<file path="config.mk">
export PLATFORM = sky130hd
export DESIGN_NAME = pe_traffic_gen_flat
export DESIGN_NICKNAME = d
export VERILOG_FILES = /design/src/rtl/noc_pkg.sv /design/src/rtl/pe_traffic_gen_if.sv /design/src/rtl/noc_lfsr16.sv /design/src/rtl/pe_traffic_gen.sv /design/src/flat_wrapper.sv
export SDC_FILE = /design/constraint.sdc
export NUM_CORES = 1
export LEC_CHECK = 0
export CORE_ASPECT_RATIO = 2
export CORE_MARGIN = 5
export CORE_UTILIZATION = 29
export CTS_CLUSTER_SIZE = 30
export DETAILED_ROUTE_END_ITERATION = 16
export REMOVE_ABC_BUFFERS = 1
export SYNTH_ARGS = -nofsm -noshare
export SYNTH_HDL_FRONTEND = slang
export SYNTH_SLANG_ARGS = --single-unit
</file>
<file path="constraint.sdc">
create_clock -name clk -period 6.3 [get_ports clk]
set_input_delay 0.945 -clock clk [delete_from_list [all_inputs] [get_ports clk]]
set_output_delay 0.945 -clock clk [all_outputs]
set_load 0.005 [all_outputs]
</file>
<file path="src/rtl/noc_pkg.sv">
// Shared NoC definitions: flit layout, LFSR taps and traffic-generator FSM states.
package noc_pkg;

    localparam int unsigned DEST_MSB = 31;
    localparam int unsigned DEST_LSB = 24;
    localparam int unsigned SEQ_W    = 24;

    // Fibonacci taps 16,14,13,11 as a mask over value bits [15],[13],[12],[10].
    localparam logic [15:0] LFSR_TAPS = 16'hB400;

    typedef enum logic [1:0] {
        StWait,
        StSend,
        StGap,
        StDone
    } pe_state_e;

    function automatic logic [15:0] lfsr_next(input logic [15:0] v);
        return {v[14:0], ^(v & LFSR_TAPS)};
    endfunction

endpackage

</file>
<file path="src/rtl/pe_traffic_gen_if.sv">
// Flit bus between a processing element and the network: RX sink side and TX source side.
interface pe_traffic_gen_if;

    logic [31:0] i_data;
    logic        i_data_valid;
    logic        o_data_ready;
    logic [31:0] o_data;
    logic        o_data_valid;
    logic        i_data_ready;

    modport master (
        input  i_data,
        input  i_data_valid,
        input  i_data_ready,
        output o_data_ready,
        output o_data,
        output o_data_valid
    );

    modport slave (
        output i_data,
        output i_data_valid,
        output i_data_ready,
        input  o_data_ready,
        input  o_data,
        input  o_data_valid
    );

endinterface

</file>
<file path="src/rtl/noc_lfsr16.sv">
// 16-bit Fibonacci LFSR, reloaded with the seed on reset, stepped on advance.
module noc_lfsr16
    import noc_pkg::*;
(
    input  logic        clk,
    input  logic        rst,
    input  logic [15:0] seed,
    input  logic        advance,
    output logic [15:0] value
);

    logic [15:0] value_q;

    always_ff @(posedge clk or posedge rst) begin
        if (rst) begin
            value_q <= seed;
        end else if (advance) begin
            value_q <= lfsr_next(value_q);
        end
    end

    assign value = value_q;

endmodule

</file>
<file path="src/rtl/pe_traffic_gen.sv">
// Per-node traffic generator: injects PKT_LIMIT pseudo-randomly addressed flits and
// counts received and misrouted flits.
module pe_traffic_gen
    import noc_pkg::*;
#(
    parameter int unsigned ADDRESS     = 0,
    parameter int unsigned NUM_PE      = 16,
    parameter int unsigned PKT_LIMIT   = 100,
    parameter int unsigned START_DELAY = 12,
    parameter int unsigned INJ_GAP     = 0,
    parameter int unsigned SKIP_SELF   = 0
) (
    input  logic                   clk,
    input  logic                   rst,
    pe_traffic_gen_if.master       bus,
    output logic [15:0]            o_tx_count,
    output logic [15:0]            o_rx_count,
    output logic [15:0]            o_rx_misroute,
    output logic                   o_tx_done
);

    localparam logic [15:0] SEED      = 16'(ADDRESS + 1);
    localparam logic [15:0] DEST_MASK = 16'(NUM_PE - 1);
    localparam logic [7:0]  SELF      = 8'(ADDRESS);
    localparam logic [7:0]  SELF_NEXT = 8'((ADDRESS + 1) % NUM_PE);
    localparam logic [31:0] SEQ_BASE  = 32'(PKT_LIMIT * ADDRESS);

    pe_state_e   state_q;
    logic [31:0] cnt_q;
    logic [31:0] data_q;
    logic        valid_q;
    logic [15:0] tx_count_q;
    logic        done_q;
    logic [15:0] rx_count_q;
    logic [15:0] misroute_q;
    logic [15:0] lfsr_val;
    logic [15:0] tx_count_inc;
    logic        xfer;

    function automatic logic [31:0] make_flit(input logic [15:0] lfsr, input logic [15:0] count);
        logic [7:0]  dest;
        logic [31:0] seq;
        dest = 8'(lfsr & DEST_MASK);
        if (SKIP_SELF != 0 && dest == SELF) dest = SELF_NEXT;
        seq = SEQ_BASE + 32'(count);
        return {dest, seq[SEQ_W-1:0]};
    endfunction

    assign xfer         = valid_q && bus.i_data_ready;
    assign tx_count_inc = tx_count_q + 16'd1;

    noc_lfsr16 u_lfsr (
        .clk     (clk),
        .rst     (rst),
        .seed    (SEED),
        .advance (xfer),
        .value   (lfsr_val)
    );

    always_ff @(posedge clk or posedge rst) begin
        if (rst) begin
            state_q    <= StWait;
            cnt_q      <= '0;
            data_q     <= '0;
            valid_q    <= 1'b0;
            tx_count_q <= '0;
            done_q     <= 1'b0;
        end else begin
            unique case (state_q)
                StWait: begin
                    if (cnt_q == 32'(START_DELAY)) begin
                        state_q <= StSend;
                        valid_q <= 1'b1;
                        data_q  <= make_flit(lfsr_val, tx_count_q);
                    end else begin
                        cnt_q <= cnt_q + 32'd1;
                    end
                end
                StSend: begin
                    if (xfer) begin
                        tx_count_q <= tx_count_inc;
                        if (tx_count_inc == 16'(PKT_LIMIT)) begin
                            state_q <= StDone;
                            valid_q <= 1'b0;
                            done_q  <= 1'b1;
                        end else if (INJ_GAP != 0) begin
                            state_q <= StGap;
                            valid_q <= 1'b0;
                            cnt_q   <= '0;
                        end else begin
                            // LFSR steps on this same edge, so build from its successor.
                            data_q <= make_flit(lfsr_next(lfsr_val), tx_count_inc);
                        end
                    end
                end
                StGap: begin
                    if (cnt_q == 32'(INJ_GAP) - 32'd1) begin
                        state_q <= StSend;
                        valid_q <= 1'b1;
                        data_q  <= make_flit(lfsr_val, tx_count_q);
                    end else begin
                        cnt_q <= cnt_q + 32'd1;
                    end
                end
                StDone: begin
                end
            endcase
        end
    end

    always_ff @(posedge clk or posedge rst) begin
        if (rst) begin
            rx_count_q <= '0;
            misroute_q <= '0;
        end else if (bus.i_data_valid) begin
            if (rx_count_q != 16'hFFFF) rx_count_q <= rx_count_q + 16'd1;
            if (bus.i_data[DEST_MSB:DEST_LSB] != SELF && misroute_q != 16'hFFFF) begin
                misroute_q <= misroute_q + 16'd1;
            end
        end
    end

    assign bus.o_data_ready = 1'b1;
    assign bus.o_data       = data_q;
    assign bus.o_data_valid = valid_q;
    assign o_tx_count       = tx_count_q;
    assign o_rx_count       = rx_count_q;
    assign o_rx_misroute    = misroute_q;
    assign o_tx_done        = done_q;

endmodule

</file>
<file path="src/flat_wrapper.sv">
// flat-port wrapper written by rule: the top's interface ports become plain ports
module pe_traffic_gen_flat import noc_pkg::*;
#(
    parameter int unsigned ADDRESS     = 0,
    parameter int unsigned NUM_PE      = 16,
    parameter int unsigned PKT_LIMIT   = 100,
    parameter int unsigned START_DELAY = 12,
    parameter int unsigned INJ_GAP     = 0,
    parameter int unsigned SKIP_SELF   = 0
)
  (clk, rst, o_tx_count, o_rx_count, o_rx_misroute, o_tx_done, bus_i_data, bus_i_data_valid, bus_i_data_ready, bus_o_data_ready, bus_o_data, bus_o_data_valid);
  pe_traffic_gen_if bus_i ();
  input  logic clk;
  input  logic rst;
  output logic [15:0] o_tx_count;
  output logic [15:0] o_rx_count;
  output logic [15:0] o_rx_misroute;
  output logic o_tx_done;
  input wire logic [$bits(bus_i.i_data)-1:0] bus_i_data;
  input wire logic [$bits(bus_i.i_data_valid)-1:0] bus_i_data_valid;
  input wire logic [$bits(bus_i.i_data_ready)-1:0] bus_i_data_ready;
  output wire logic [$bits(bus_i.o_data_ready)-1:0] bus_o_data_ready;
  output wire logic [$bits(bus_i.o_data)-1:0] bus_o_data;
  output wire logic [$bits(bus_i.o_data_valid)-1:0] bus_o_data_valid;
  assign bus_i.i_data = bus_i_data;
  assign bus_i.i_data_valid = bus_i_data_valid;
  assign bus_i.i_data_ready = bus_i_data_ready;
  assign bus_o_data_ready = bus_i.o_data_ready;
  assign bus_o_data = bus_i.o_data;
  assign bus_o_data_valid = bus_i.o_data_valid;
  pe_traffic_gen #(.ADDRESS(ADDRESS), .NUM_PE(NUM_PE), .PKT_LIMIT(PKT_LIMIT), .START_DELAY(START_DELAY), .INJ_GAP(INJ_GAP), .SKIP_SELF(SKIP_SELF)) u_core (.clk(clk), .rst(rst), .bus(bus_i), .o_tx_count(o_tx_count), .o_rx_count(o_rx_count), .o_rx_misroute(o_rx_misroute), .o_tx_done(o_tx_done));
endmodule
</file>
Word-level counts from Yosys, hierarchy flattened
Index checks and enable logic that the tools add are counted.
W data, S select, Z words.

word-level totals
  bits in registers = 132
  bits of input ports = 36
  output and inout port bits = 83
  word-level logic and storage cells = 59

cells by class
  equality and inequality tests = 14
  reduce and logical (&&, ||, !) cells = 14
  mux-type cells = 18
  add/sub/neg operators = 4

operator list
  cell                     count
  $mux W32                 6
  $pmux W32 S3             1
  $pmux W32 S2             1
  $add A16 B1 Y16 const B  3
  $add A32 B1 Y32 const B  1
  $eq A32 B32 Y1 const B   1
  $eq A32 B4 Y1 const B    1
  $ne A16 B16 Y1 const B   2
  $eq A16 B7 Y1 const B    1
  $reduce_xor A16 Y1       1
  $reduce_and A5 Y1        2
  $mux W2                  4
  $ne A2 B2 Y1 const B     4
  $reduce_bool A8 Y1       1
  $ne A2 B1 Y1 const B     3
  $pmux W2 S3              1
  $reduce_and A2 Y1        3
  $reduce_and A3 Y1        2
  $mux W1                  4
  $pmux W1 S3              1
  $reduce_bool A3 Y1       1
  $eq A2 B1 Y1 const B     1
  $eq A2 B2 Y1 const B     1
  $logic_and A1 B1 Y1      2
  2 further kinds          2

Longest topological paths before layout
  word-level depth = 5
  mapped depth = 10
  mapped depth without buffers = 8

Least setup slack after synthesis
Ideal clock, no wire load.

  path type = reg-to-reg
  from = reg u_core.tx_count_q[1] (netlist: u_core.o_tx_count[1])
  to = reg u_core.data_q[11] (netlist: u_core.bus.o_data[11])
  period minus slack after synthesis = 2.553 ns
  stages on the path, launching flop included = 9
  path slack = 3.747 ns
  data required time = 6.174 ns
  library setup time = 0.126 ns
  buffers on the path = 1
  arrival = 2.427 ns
  cell sequence = dfrtp_1 ha_1 nand3_2 or4_4 nor3b_4 o221ai_4 o211ai_4 buf_6 a221o_1

on the way
  word-level cells in the longest chain between the ends = 4
  elaborated cells between the ends (all ways) = 7
  classes of those cells = 1 x add/sub; 2 x eq/ne; 3 x mux; 1 x reduce/logical

ends and longest elaborated chain
  element                                                             RTL line               source
  start, declared                                                     pe_traffic_gen.sv:32   logic [15:0] tx_count_q;
  start signal, assigned                                              pe_traffic_gen.sv:81   tx_count_q <= tx_count_inc;
  $add A16 B1 Y16 *                                                   pe_traffic_gen.sv:50   assign tx_count_inc = tx_count_q + 16'd1;
  $eq A16 B7 Y1 / $mux W32 (equally long branches)                    pe_traffic_gen.sv:82   if (tx_count_inc == 16'(PKT_LIMIT)) begin
  $ne A2 B2 Y1 (no line) / $mux W32 (equally long branches)           -
  $reduce_and A5 Y1 (no line) / $pmux W32 S3 (equally long branches)  -
  end signal, assigned                                                pe_traffic_gen.sv:74   data_q <= make_flit(lfsr_val, tx_count_q);
  end signal, assigned                                                pe_traffic_gen.sv:92   data_q <= make_flit(lfsr_next(lfsr_val), tx_count_inc);
  end signal, assigned                                                pe_traffic_gen.sv:100  data_q <= make_flit(lfsr_val, tx_count_q);
  end, declared                                                       pe_traffic_gen.sv:30   logic [31:0] data_q;

Mark *: on every way between the ends. The rest lies on a longest branch, timed or not. The select of a mux whose other input is x is not followed.
A chain may end at the register's enable or synchronous reset.

Worst setup path in the final report
  from = reg u_core.tx_count_q[1] (netlist: u_core.o_tx_count[1])
  to = reg u_core.data_q[9] (netlist: u_core.bus.o_data[9])

Same word-level chain as after synthesis.

==> results.ini <==
[run_status]
status=complete, no violations

[floorplanning]
die_width_um=112
dieArea_um2=23800
rows=74
start_util_pct=29.4
core_area_um2=20400
io_pins=119
die_height_um=213

[synth]
synth_seq_cells=120
synth_edf_count=0
synth_cell_types=57
synth_cells=552
synth_ff_type=dfrtp_1
mappedNetlistArea_um2=5990
async_reset_ff_share_pct=100
yosysSeqAreaShare_pct=50.1
syn_avg_cell_area_um2=10.9
yosysWarnings=0

[grt]
grt_use_met3_pct=2.10
met2_usage_pct=23.3
grt.busiest_layer=met2
antenna_found_initial=0
grt_max_degree=79
track_usage_pct=11.7
gr-usage-met1_pct=11.5
first_global_vias=4464
grt_pass1_wl_um=22500
grt_overflow=0

[route]
antenna_left=0
firstDrtPassIters=4
drt-total-wl_um=13200
wl_per_cell_um=14.6
vias=4210
drc=0
routed_via_density=4.63
first_iter_violations=73

[final_layout]
finalNetCount=673
syn_to_final_growth_pct=25.7
final_cell_mix=119 x dfrtp_1, 81 x clkdlybuf4s50_1, 62 x xnor2_1
fin_util_pct=37.0
final_common_cell=dfrtp_1
drive_above_1_share_pct=12.3
n_antenna_cell=0
fin_cells=910

[placement]
post-place-cells=878
place_congestion=0.763
dp_hpwl_um=9660
port_buffers=81

[timing]
relSlewSlack_pct=34.4
fin_setup_tns_ns=0
worst_hold_slack_ns=0.485
finalCriticalPeriod_ns=3.11
drv_slew=0
period_share_pct=49.4
finClkSkew_ns=0.00648
tightestPinTransition_ns=0.984
fmax_ghz=0.321
setup_viol=0
grt_setup_unrepaired=false
hold_violations=0

[clock_tree]
cts-hold-fix-buffers=0
numCtsBuffers=17
clockBufferDepth=2
worstSkewPairLatency_ns=0.41
cts.repair.resized=0
cts_tree=done
path_clk_slew_ns=0.06
post_cts_buffers=0
cts-root-buf=clkbuf_16
cts.sinks=120
cts.htree.levels=4

[worst_setup_path]
cp_slowest_cell=o211ai_4
crit_chain=ha_1 -> nand3_2 -> nor4_1 -> o21a_1 -> o221ai_4 -> o211ai_4 -> mux2_2
critPathMaxStageDelay_ns=0.64
required_ns=6.59
cp-start-kind=register
cp_max_fo=19
crit_arrival_ns=3.41
path_class=register to register
cp-end-kind=register

[power_and_ir_drop]
peakVddDrop_mv=0.175
pwr_density_cell_nw_per_um2=262
leakage_nw=3.33
total_power_mw=1.98

[min_path]
hold_class=register to register

[job]
maxCapViolCount=0

stage by stage:
step,cell area (um2),setup slack (ns)
2_1_floorplan,5810,2.17
3_3_place_gp,6980,2.94
3_5_place_dp,6980,2.90
4_1_cts,7530,3.13
5_1_grt,7530,3.04
6_report,7530,3.19
metal layers:
| metal | vias to the layer above | wire (um) | part of all wire (%) |
|---|---|---|---|
| met5 | - | 0 | 0 |
| met4 | 0 | 354 | 2.7 |
| met3 | 24 | 398 | 3.0 |
| met2 | 72 | 7670 | 58 |
| met1 | 2077 | 4830 | 36 |
| li1 | 2037 | - | - |
registers in the layout, summed over array words and instances, names as in the netlist:
| name | cells |
|---|---|
| u_core.cnt_q | 32 |
| u_core.bus.o_data | 20 |
| u_core.o_rx_misroute | 16 |
| u_core.o_rx_count | 16 |
| u_core.bus.o_data_valid | 1 |
| u_core.u_lfsr.value | 16 |
| u_core.o_tx_done | 1 |
| u_core.o_tx_count | 16 |
| u_core.state_q | 2 |
area by class of cell:
type	count	area [um2]
tap	266	333
clock buffer	18	429
clock inverter	14	126
multi-input combinational	393	2750
timing repair buffer	83	826
inverter	16	62.6
fill	2063	12800
sequential	120	3000
synth_stat cells (2+ instances only):
library cell / n / share of area [%]
and2_1: 3 / 0.31
and3_1: 17 / 1.8
and4_1: 5 / 0.73
and4b_1: 2 / 0.33
buf_1: 2 / 0.13
buf_2: 4 / 0.33
buf_4: 21 / 2.6
clkbuf_1: 6 / 0.38
conb_1: 2 / 0.13
dfrtp_1: 119 / 50
ha_1: 6 / 1.3
inv_1: 16 / 1.0
mux2_1: 4 / 0.75
mux2_2: 32 / 6.0
nand2_1: 60 / 3.8
nand2b_1: 2 / 0.21
nand3_1: 25 / 2.1
nand4_1: 22 / 2.3
nor2_1: 38 / 2.4
nor3_1: 11 / 0.92
nor3b_2: 2 / 0.42
nor4_1: 13 / 1.4
o21ai_0: 6 / 0.50
o21ai_1: 2 / 0.17
o31ai_1: 2 / 0.25
or3_1: 5 / 0.52
xnor2_1: 62 / 9.1
xor2_1: 34 / 5.0
kinds of logic after synthesis:
family / share of synthesized area (%)
AND/OR/NAND/NOR: 19.1
flip-flops: 50.1
XOR/XNOR: 14.0
buffers and inverters: 4.66
multiplexers: 6.77
AO/OA/AOI/OAI: 3.91
adder cells (fa/ha/maj): 1.25
other: 0.125
final timing paths:
kind | cells after the start | slack (ns) | end | startpoint
min | 1 | 0.49 | u_core.bus.o_data[24]$_DFFE_PP0P_ | u_core.bus.o_data[24]$_DFFE_PP0P_
min reg2reg | 1 | 0.49 | u_core.bus.o_data[24]$_DFFE_PP0P_ | u_core.bus.o_data[24]$_DFFE_PP0P_
max | 7 | 3.19 | u_core.bus.o_data[9]$_DFFE_PP0P_ | u_core.o_tx_count[1]$_DFFE_PP0P_
max in group asynchronous | 3 | 4.03 | u_core.bus.o_data[7]$_DFFE_PP0P_ | rst
min in group asynchronous | 2 | 1.09 | u_core.o_rx_count[11]$_DFFE_PP0P_ | rst
max reg2reg | 7 | 3.19 | u_core.bus.o_data[9]$_DFFE_PP0P_ | u_core.o_tx_count[1]$_DFFE_PP0P_
power breakdown:
part	total (mW)	internal, mW	switching [mW]
clock	0.909	0.543	0.366
combinational	0.198	0.118	0.0796
sequential	0.869	0.814	0.0555
critical path, delay by kind of cell (launching register included):
| kind | cells | cell delay (ns) |
|---|---|---|
| AND/OR/NAND/NOR | 2 | 0.73 |
| AO/OA/AOI/OAI | 3 | 1.08 |
| multiplexers | 1 | 0.41 |
| flip-flops | 1 | 0.46 |
| adder cells (fa/ha/maj) | 1 | 0.31 |
(Power assumes the default switching activity.)
